**src/rtl/gpio_ext.sv**
```systemverilog
// rtl/gpio_ext.sv - parametrised GPIO with input debounce, edge interrupts and a TL-UL register port
// Defining GPIO_EXT_MASKED_WRITE_EN adds the MASKED_OUT_LOWER/UPPER registers.

package tlul_pkg;
   localparam logic [2:0] PutFullData    = 3'h0;
   localparam logic [2:0] PutPartialData = 3'h1;
   localparam logic [2:0] Get            = 3'h4;
   localparam logic [2:0] AccessAck      = 3'h0;
   localparam logic [2:0] AccessAckData  = 3'h1;

   typedef struct packed {
      logic        a_valid;
      logic [2:0]  a_opcode;
      logic [1:0]  a_size;
      logic [7:0]  a_source;
      logic [31:0] a_address;
      logic [3:0]  a_mask;
      logic [31:0] a_data;
      logic        d_ready;
   } tl_h2d_t;

   typedef struct packed {
      logic       rsp_intg;
      logic [3:0] data_intg;
   } tl_d_user_t;

   typedef struct packed {
      logic        d_valid;
      logic [2:0]  d_opcode;
      logic [1:0]  d_size;
      logic [7:0]  d_source;
      logic [31:0] d_data;
      tl_d_user_t  d_user;
      logic        d_error;
      logic        a_ready;
   } tl_d2h_t;
endpackage

// Parity-based response integrity: one bit over the response header, one per data byte.
module tlul_rsp_intg_gen (
   input  tlul_pkg::tl_d2h_t tl_i,
   output tlul_pkg::tl_d2h_t tl_o
);
   always_comb begin
      tl_o = tl_i;
      tl_o.d_user.rsp_intg = ^{tl_i.d_opcode, tl_i.d_size, tl_i.d_source, tl_i.d_error};
      for (int b = 0; b < 4; b++) tl_o.d_user.data_intg[b] = ^tl_i.d_data[8*b +: 8];
   end
endmodule

module gpio_ext #(
   parameter int NumGpio    = 32,
   parameter int SyncStages = 2,
   parameter int DbncCntW   = 16
) (
   input  logic               clk_i,
   input  logic               rst_ni,
   input  tlul_pkg::tl_h2d_t  tl_i,
   output tlul_pkg::tl_d2h_t  tl_o,
   input  logic [NumGpio-1:0] cio_gpio_i,
   output logic [NumGpio-1:0] cio_gpio_o,
   output logic [NumGpio-1:0] cio_gpio_en_o,
   output logic [NumGpio-1:0] intr_gpio_o,
   output logic               intr_o
);
   import tlul_pkg::*;

   localparam logic [3:0] RegDataIn     = 4'h0;
   localparam logic [3:0] RegDataOut    = 4'h1;
   localparam logic [3:0] RegDirOe      = 4'h2;
   localparam logic [3:0] RegIntrState  = 4'h3;
   localparam logic [3:0] RegIntrEnable = 4'h4;
   localparam logic [3:0] RegRiseEn     = 4'h5;
   localparam logic [3:0] RegFallEn     = 4'h6;
   localparam logic [3:0] RegDbncLimit  = 4'h7;
   localparam logic [3:0] RegIntrTest   = 4'h8;
`ifdef GPIO_EXT_MASKED_WRITE_EN
   localparam logic [3:0] RegMaskLower  = 4'h9;
   localparam logic [3:0] RegMaskUpper  = 4'hA;
`endif

   logic [NumGpio-1:0]  data_out, data_out_d, dir_oe, intr_state, intr_enable, rise_en, fall_en;
   logic [NumGpio-1:0]  stable, sync, upd, rise, fall, w1c, tset, wdata_n;
   logic [NumGpio-1:0]  sync_q [SyncStages];
   logic [DbncCntW-1:0] cnt [NumGpio];
   logic [DbncCntW-1:0] dbnc_limit, lim_m1;

   logic        d_valid, d_error;
   logic [2:0]  d_opcode;
   logic [1:0]  d_size;
   logic [7:0]  d_source;
   logic [31:0] d_data, rdata;
   logic [3:0]  offset;
   logic        accept, mapped, is_get, is_put, bad, wr, dbnc_wr;
   logic        unused_tl;

   assign offset  = tl_i.a_address[5:2];
   assign accept  = tl_i.a_valid && !d_valid;
   assign is_get  = (tl_i.a_opcode == Get);
   assign is_put  = (tl_i.a_opcode == PutFullData) || (tl_i.a_opcode == PutPartialData);
   assign wdata_n = tl_i.a_data[NumGpio-1:0];
   assign unused_tl = ^{tl_i.a_address[31:6], tl_i.a_address[1:0], tl_i.a_data};

   always_comb begin
      mapped = (offset <= RegIntrTest);
`ifdef GPIO_EXT_MASKED_WRITE_EN
      if (offset == RegMaskLower || offset == RegMaskUpper) mapped = 1'b1;
`endif
   end

   assign bad = !mapped || (tl_i.a_size != 2'd2) || !(is_get || is_put) ||
                ((tl_i.a_opcode == PutPartialData) && (tl_i.a_mask != 4'hF));
   assign wr      = accept && is_put && !bad;
   assign dbnc_wr = wr && (offset == RegDbncLimit);
   assign w1c     = (wr && offset == RegIntrState) ? wdata_n : '0;
   assign tset    = (wr && offset == RegIntrTest)  ? wdata_n : '0;

   // Masked writes only touch DATA_OUT bits whose mask half is set.
   always_comb begin
      data_out_d = data_out;
      if (wr && offset == RegDataOut) data_out_d = wdata_n;
`ifdef GPIO_EXT_MASKED_WRITE_EN
      if (wr && offset == RegMaskLower) begin
         for (int i = 0; i < NumGpio && i < 16; i++)
            if (tl_i.a_data[16+i]) data_out_d[i] = tl_i.a_data[i];
      end
      if (wr && offset == RegMaskUpper) begin
         for (int i = 16; i < NumGpio; i++)
            if (tl_i.a_data[i]) data_out_d[i] = tl_i.a_data[i-16];
      end
`endif
   end

   always_comb begin
      rdata = '0;
      case (offset)
         RegDataIn:     rdata = 32'(stable);
         RegDataOut:    rdata = 32'(data_out);
         RegDirOe:      rdata = 32'(dir_oe);
         RegIntrState:  rdata = 32'(intr_state);
         RegIntrEnable: rdata = 32'(intr_enable);
         RegRiseEn:     rdata = 32'(rise_en);
         RegFallEn:     rdata = 32'(fall_en);
         RegDbncLimit:  rdata = 32'(dbnc_limit);
         default:       rdata = '0;
      endcase
   end

   always_ff @(posedge clk_i or negedge rst_ni) begin
      if (!rst_ni) begin
         d_valid  <= 1'b0;
         d_error  <= 1'b0;
         d_opcode <= '0;
         d_size   <= '0;
         d_source <= '0;
         d_data   <= '0;
      end else if (accept) begin
         d_valid  <= 1'b1;
         d_error  <= bad;
         d_opcode <= is_get ? AccessAckData : AccessAck;
         d_size   <= tl_i.a_size;
         d_source <= tl_i.a_source;
         d_data   <= (bad || !is_get) ? '0 : rdata;
      end else if (d_valid && tl_i.d_ready) begin
         d_valid  <= 1'b0;
      end
   end

   always_ff @(posedge clk_i or negedge rst_ni) begin
      if (!rst_ni) begin
         data_out    <= '0;
         dir_oe      <= '0;
         intr_enable <= '0;
         rise_en     <= '0;
         fall_en     <= '0;
         dbnc_limit  <= '0;
         intr_state  <= '0;
      end else begin
         data_out <= data_out_d;
         if (wr && offset == RegDirOe)      dir_oe      <= wdata_n;
         if (wr && offset == RegIntrEnable) intr_enable <= wdata_n;
         if (wr && offset == RegRiseEn)     rise_en     <= wdata_n;
         if (wr && offset == RegFallEn)     fall_en     <= wdata_n;
         if (dbnc_wr)                       dbnc_limit  <= tl_i.a_data[DbncCntW-1:0];
         // Hardware and test sets are ORed in after the W1C so they win on collision.
         intr_state <= (intr_state & ~w1c) | (rise & rise_en) | (fall & fall_en) | tset;
      end
   end

   always_ff @(posedge clk_i or negedge rst_ni) begin
      if (!rst_ni) begin
         for (int s = 0; s < SyncStages; s++) sync_q[s] <= '0;
      end else begin
         sync_q[0] <= cio_gpio_i;
         for (int s = 1; s < SyncStages; s++) sync_q[s] <= sync_q[s-1];
      end
   end

   assign sync   = sync_q[SyncStages-1];
   assign lim_m1 = (dbnc_limit == '0) ? '0 : dbnc_limit - DbncCntW'(1);

   always_comb begin
      upd = '0;
      for (int i = 0; i < NumGpio; i++)
         upd[i] = (sync[i] != stable[i]) && (cnt[i] == lim_m1) && !dbnc_wr;
   end

   assign rise = upd & sync;
   assign fall = upd & ~sync;

   always_ff @(posedge clk_i or negedge rst_ni) begin
      if (!rst_ni) begin
         stable <= '0;
         for (int i = 0; i < NumGpio; i++) cnt[i] <= '0;
      end else begin
         stable <= stable ^ upd;
         for (int i = 0; i < NumGpio; i++) begin
            if (dbnc_wr || upd[i] || (sync[i] == stable[i])) cnt[i] <= '0;
            else                                             cnt[i] <= cnt[i] + DbncCntW'(1);
         end
      end
   end

   assign cio_gpio_o    = data_out;
   assign cio_gpio_en_o = dir_oe;
   assign intr_gpio_o   = intr_state & intr_enable;
   assign intr_o        = |intr_gpio_o;

   tl_d2h_t rsp;
   always_comb begin
      rsp          = '0;
      rsp.d_valid  = d_valid;
      rsp.d_opcode = d_opcode;
      rsp.d_size   = d_size;
      rsp.d_source = d_source;
      rsp.d_data   = d_data;
      rsp.d_error  = d_error;
      rsp.a_ready  = !d_valid;
   end

   tlul_rsp_intg_gen u_rsp_intg (
      .tl_i (rsp),
      .tl_o (tl_o)
   );
endmodule

```
**config.mk**
```make
export PLATFORM = sky130hd
export DESIGN_NAME = gpio_ext
export DESIGN_NICKNAME = d
export VERILOG_FILES = /design/src/rtl/gpio_ext.sv
export SDC_FILE = /design/constraint.sdc
export NUM_CORES = 2
export LEC_CHECK = 0
export BUFFER_PORTS_ARGS = -buffer_cell sky130_fd_sc_hd__buf_2
export CAP_MARGIN = 15
export CORE_ASPECT_RATIO = 1.25
export CORE_MARGIN = 5
export CORE_UTILIZATION = 38
export CTS_BUF_LIST = sky130_fd_sc_hd__clkbuf_16
export CTS_CLUSTER_SIZE = 12
export DETAILED_ROUTE_END_ITERATION = 7
export PLACE_DENSITY = 0.54
export SLEW_MARGIN = 10
export SYNTH_ARGS = -nofsm -noshare
export SYNTH_HDL_FRONTEND = slang
export SYNTH_SLANG_ARGS = --single-unit
```
**constraint.sdc**
```tcl
create_clock -name clk_i -period 4.88 [get_ports clk_i]
set_input_delay 0.976 -clock clk_i [delete_from_list [all_inputs] [get_ports clk_i]]
set_output_delay 0.976 -clock clk_i [all_outputs]
set_load 0.02 [all_outputs]
```
==> results.md <==
* Vias in the first global route at 37000
* Max Cap Viol at 0
* Hold buffer count at cts at 0
* Die Span X at ~320 um
* Starting DRT DRC Count at just over 3000
* First-pass GRT wire length at about 240000 um
* Post-synth EDFFs at 0
* Critical path's slowest cell: or3b_2
* Largest net degree at the start of global routing at slightly below 100
* Ys Warns at 0
* H-tree depth at 3
* Post-synth top area share at around 46%
* Mapped cell area at between 0.04 and 0.05 mm2
* I/O Pins at approximately 270
* Clock latency on the worst-skew pair at 0.69 ns
* Drt total wl at roughly 160000 um
* Drt first pass iters at 6
* Post-synth cell types at between 80 and 90
* Antenna violations before repair at 2
* Data arrival, critical path at slightly above 5 ns
* Synth area leader: dfrtp_1
* FF-to-FF End: cnt[3]
* Critical Path Fanout Max at 16
* Worst vdd ir at between 0.0002 and 0.00025 V
* ANT nets after route at 0
* Critical R2R Launch: dbnc_limit[0]
* Vias/cell at between 5 and 6
* Synth Instances at approximately 4700
* # nets final at ~5100
* CTS tree: yes
* Die area at about 0.13 mm2
* Worst Tran Pin Value at around 1.2 ns
* CTS Buffer Depth at 3
* P per Cell Area at ~280 mW/mm2
* Top post-synthesis cells by count: dfrtp_1, nor2_1, xnor2_1, xor2_1, nand3_1
* Synth Register Bits at roughly 860
* Cell Rows at between 100 and 150
* Kind of critical path: reg -> reg
* Slew HR at roughly a fifth
* Ys flop type: dfrtp_1
* Overflow left after global routing at 0
* Pins Over Slew Limit at 0
* # Post-CTS Setup Buffers at 0
* CP Capture Type: flip-flop
* Clock skew at about 0.04 ns
* CTS Buf Count at between 80 and 90
* DRC errors left at 0
* Fin crit period at roughly 4.6 ns
* Core ar. at 0.122 mm2
* Avg Cell Area, Syn at just under 10 um2
* Lkg Pwr at 23.6 nW
* Startpoint Class: flip-flop
* Sink Count at roughly 860
* HP Class: in -> async
* WL per Instance at 24.5 um
* Utilization after layout at a little over two fifths
* Area contributors post-synth: dfrtp_1, xnor2_1, xor2_1, nor2_1, mux2_2
* Gr usage total at between 20 and 25%
* Fraction of registers with async set or reset after synthesis at between 90% and 100%
* Biggest cell delay along the critical path at approximately 0.72 ns
* CTS resizes at 0
* Worst Path Required at 5.42 ns
* Number of port buffers at 236
* R2R Setup Slk at about 0.33 ns
* Maximum clock rate at around 220 MHz
* Vias at 37300
* Final setup viols at 0
* Layout area overhead at 14.3%
* Seq/Total Area, Yosys at 46.1%
* Root buffer cell: clkbuf_16
* CTS clk-pin slew, worst paths at ~0.07 ns
* Post-DP HPWL at roughly 110000 um
* Count leader, synth: dfrtp_1
* Starting Density at a little under two fifths
* Filler cell count at 11700
* Status: finished clean
* Layout cells sized above 1 at between 10% and 20%
* Worst Reg-to-Reg Cells at 11
* Placer Congestion at around 0.9
* Crit path cell chain: inv_1, ha_1, or3b_2, nor3_1, mux2i_4, buf_4, xnor2_1, nor4bb_1, o2111ai_1, nand3_1, nor2_1
* Final hold viol count at 0
* Period utilisation layout at between 90% and 100%
* Chip height at between 400 and 500 um
* RSZ-0062 raised after global routing: no
* Setup TNS at 0 ns
-- area by class of cell --
cell class                 count  area, um2  share of cell area [%]
multi-input combinational   3528      24100                    45.2
timing repair buffer         435       2910                    5.45
clock buffer                  89       2230                    4.17
clock inverter                58        412                   0.771
tap                         1595       2000                    3.74
sequential                   861      21500                    40.3
antenna                        1       2.50                 0.00469
inverter                      47        176                   0.330
-- sequential cells by signal, indices dropped and copies added, names as in the netlist, 8 cells and up --
signal and flops:
cnt 512, fall_en 32, intr_state 32, dbnc_limit 16, cio_gpio_en_o 32, sync_q 32
stable 32, sync 32, d_data 32, cio_gpio_o 32, rise_en 32, intr_enable 32
d_source 8
-- through the flow --
step | hold WS [ns] | total power [mW] | instance area [um2] | setup WS (ns) | instances
finish | 0.324 | 15.0 | 53400 | 0.329 | 6614
global route | 0.353 | 15.6 | 53400 | 0.0718 | 6613
CTS | 0.334 | 15.2 | 53400 | 0.373 | 6613
detailed placement | 0.335 | 8.70 | 50800 | 0.416 | 6466
global placement | 0.331 | 8.69 | 50800 | 0.481 | 6466
floorplan | 0.331 | 8.12 | 46700 | 0.436 | 4697
-- cells in the final DEF, fill, tap and decap left out, types with 49 or more instances in the layout --
master | synthesis | final
a21oi_1 | 69 | 67
mux2_2 | 192 | 192
a22oi_1 | 92 | 92
buf_4 | 12 | 181
nand4_1 | 61 | 61
nand2_1 | 282 | 276
nor2_1 | 612 | 608
xnor2_1 | 489 | 485
clkbuf_16 | 0 | 89
xor2_1 | 439 | 439
buf_2 | 67 | 235
nor4_1 | 101 | 98
o21ai_0 | 64 | 64
inv_1 | 47 | 68
dfrtp_1 | 861 | 861
nand3_1 | 331 | 331
nor3_1 | 81 | 76
and3_1 | 146 | 146
a22o_1 | 49 | 49
-- where the power goes --
group / switching, mW / leakage [nW] / total [mW] / internal [mW]
registers: 0.179 / 11.6 / 7.45 / 7.27
clock network: 2.98 / 1.37 / 6.44 / 3.46
logic: 0.722 / 10.7 / 1.12 / 0.393
total: 3.88 / 23.6 / 15.0 / 11.1
-- worst max-delay path by stage --
stage,start,to,slack (ns),cells past startpoint
2_1_floorplan,dbnc_limit[0],cnt[23],0.44,17
3_3_place_gp,dbnc_limit[0],cnt[9],0.48,11
3_5_place_dp,dbnc_limit[0],cnt[4],0.42,11
4_1_cts,dbnc_limit[0],cnt[3],0.37,11
5_1_grt,dbnc_limit[0],cnt[6],0.07,11
6_report,dbnc_limit[0],cnt[3],0.33,11
-- routing by layer --
layer / up-vias / track usage [%] / wire (um)
li1: 16900 / - / -
met1: 18800 / 31.7 / 67400
met2: 1258 / 40.1 / 76100
met3: 327 / 3.41 / 9940
met4: 2 / 11.7 / 8490
met5: - / 0 / 13
-- critical path, delay by kind of cell (launching register included) --
| family | cells | cell delay [ns] |
|---|---|---|
| AO/OA/AOI/OAI | 1 | 0.32 |
| XOR/XNOR | 1 | 0.12 |
| adder cells (fa/ha/maj) | 1 | 0.34 |
| buffers and inverters | 2 | 0.73 |
| flip-flops | 1 | 0.38 |
| multiplexers | 1 | 0.37 |
| AND/OR/NAND/NOR | 5 | 2.15 |
-- cells by family (layout without fill, tap and decap cells) --
| group | after synthesis | count (layout) | synth area share, % |
|---|---|---|---|
| AO/OA/AOI/OAI | 536 | 536 | 8.56 |
| other | 1 | 3 | 0.00803 |
| XOR/XNOR | 932 | 932 | 17.6 |
| AND/OR/NAND/NOR | 1798 | 1798 | 18.6 |
| flip-flops | 861 | 861 | 46.1 |
| buffers and inverters | 308 | 629 | 2.82 |
| multiplexers | 226 | 226 | 5.36 |
| adder cells (fa/ha/maj) | 34 | 34 | 0.911 |
No activity file was read; power rests on OpenSTA's default activity.
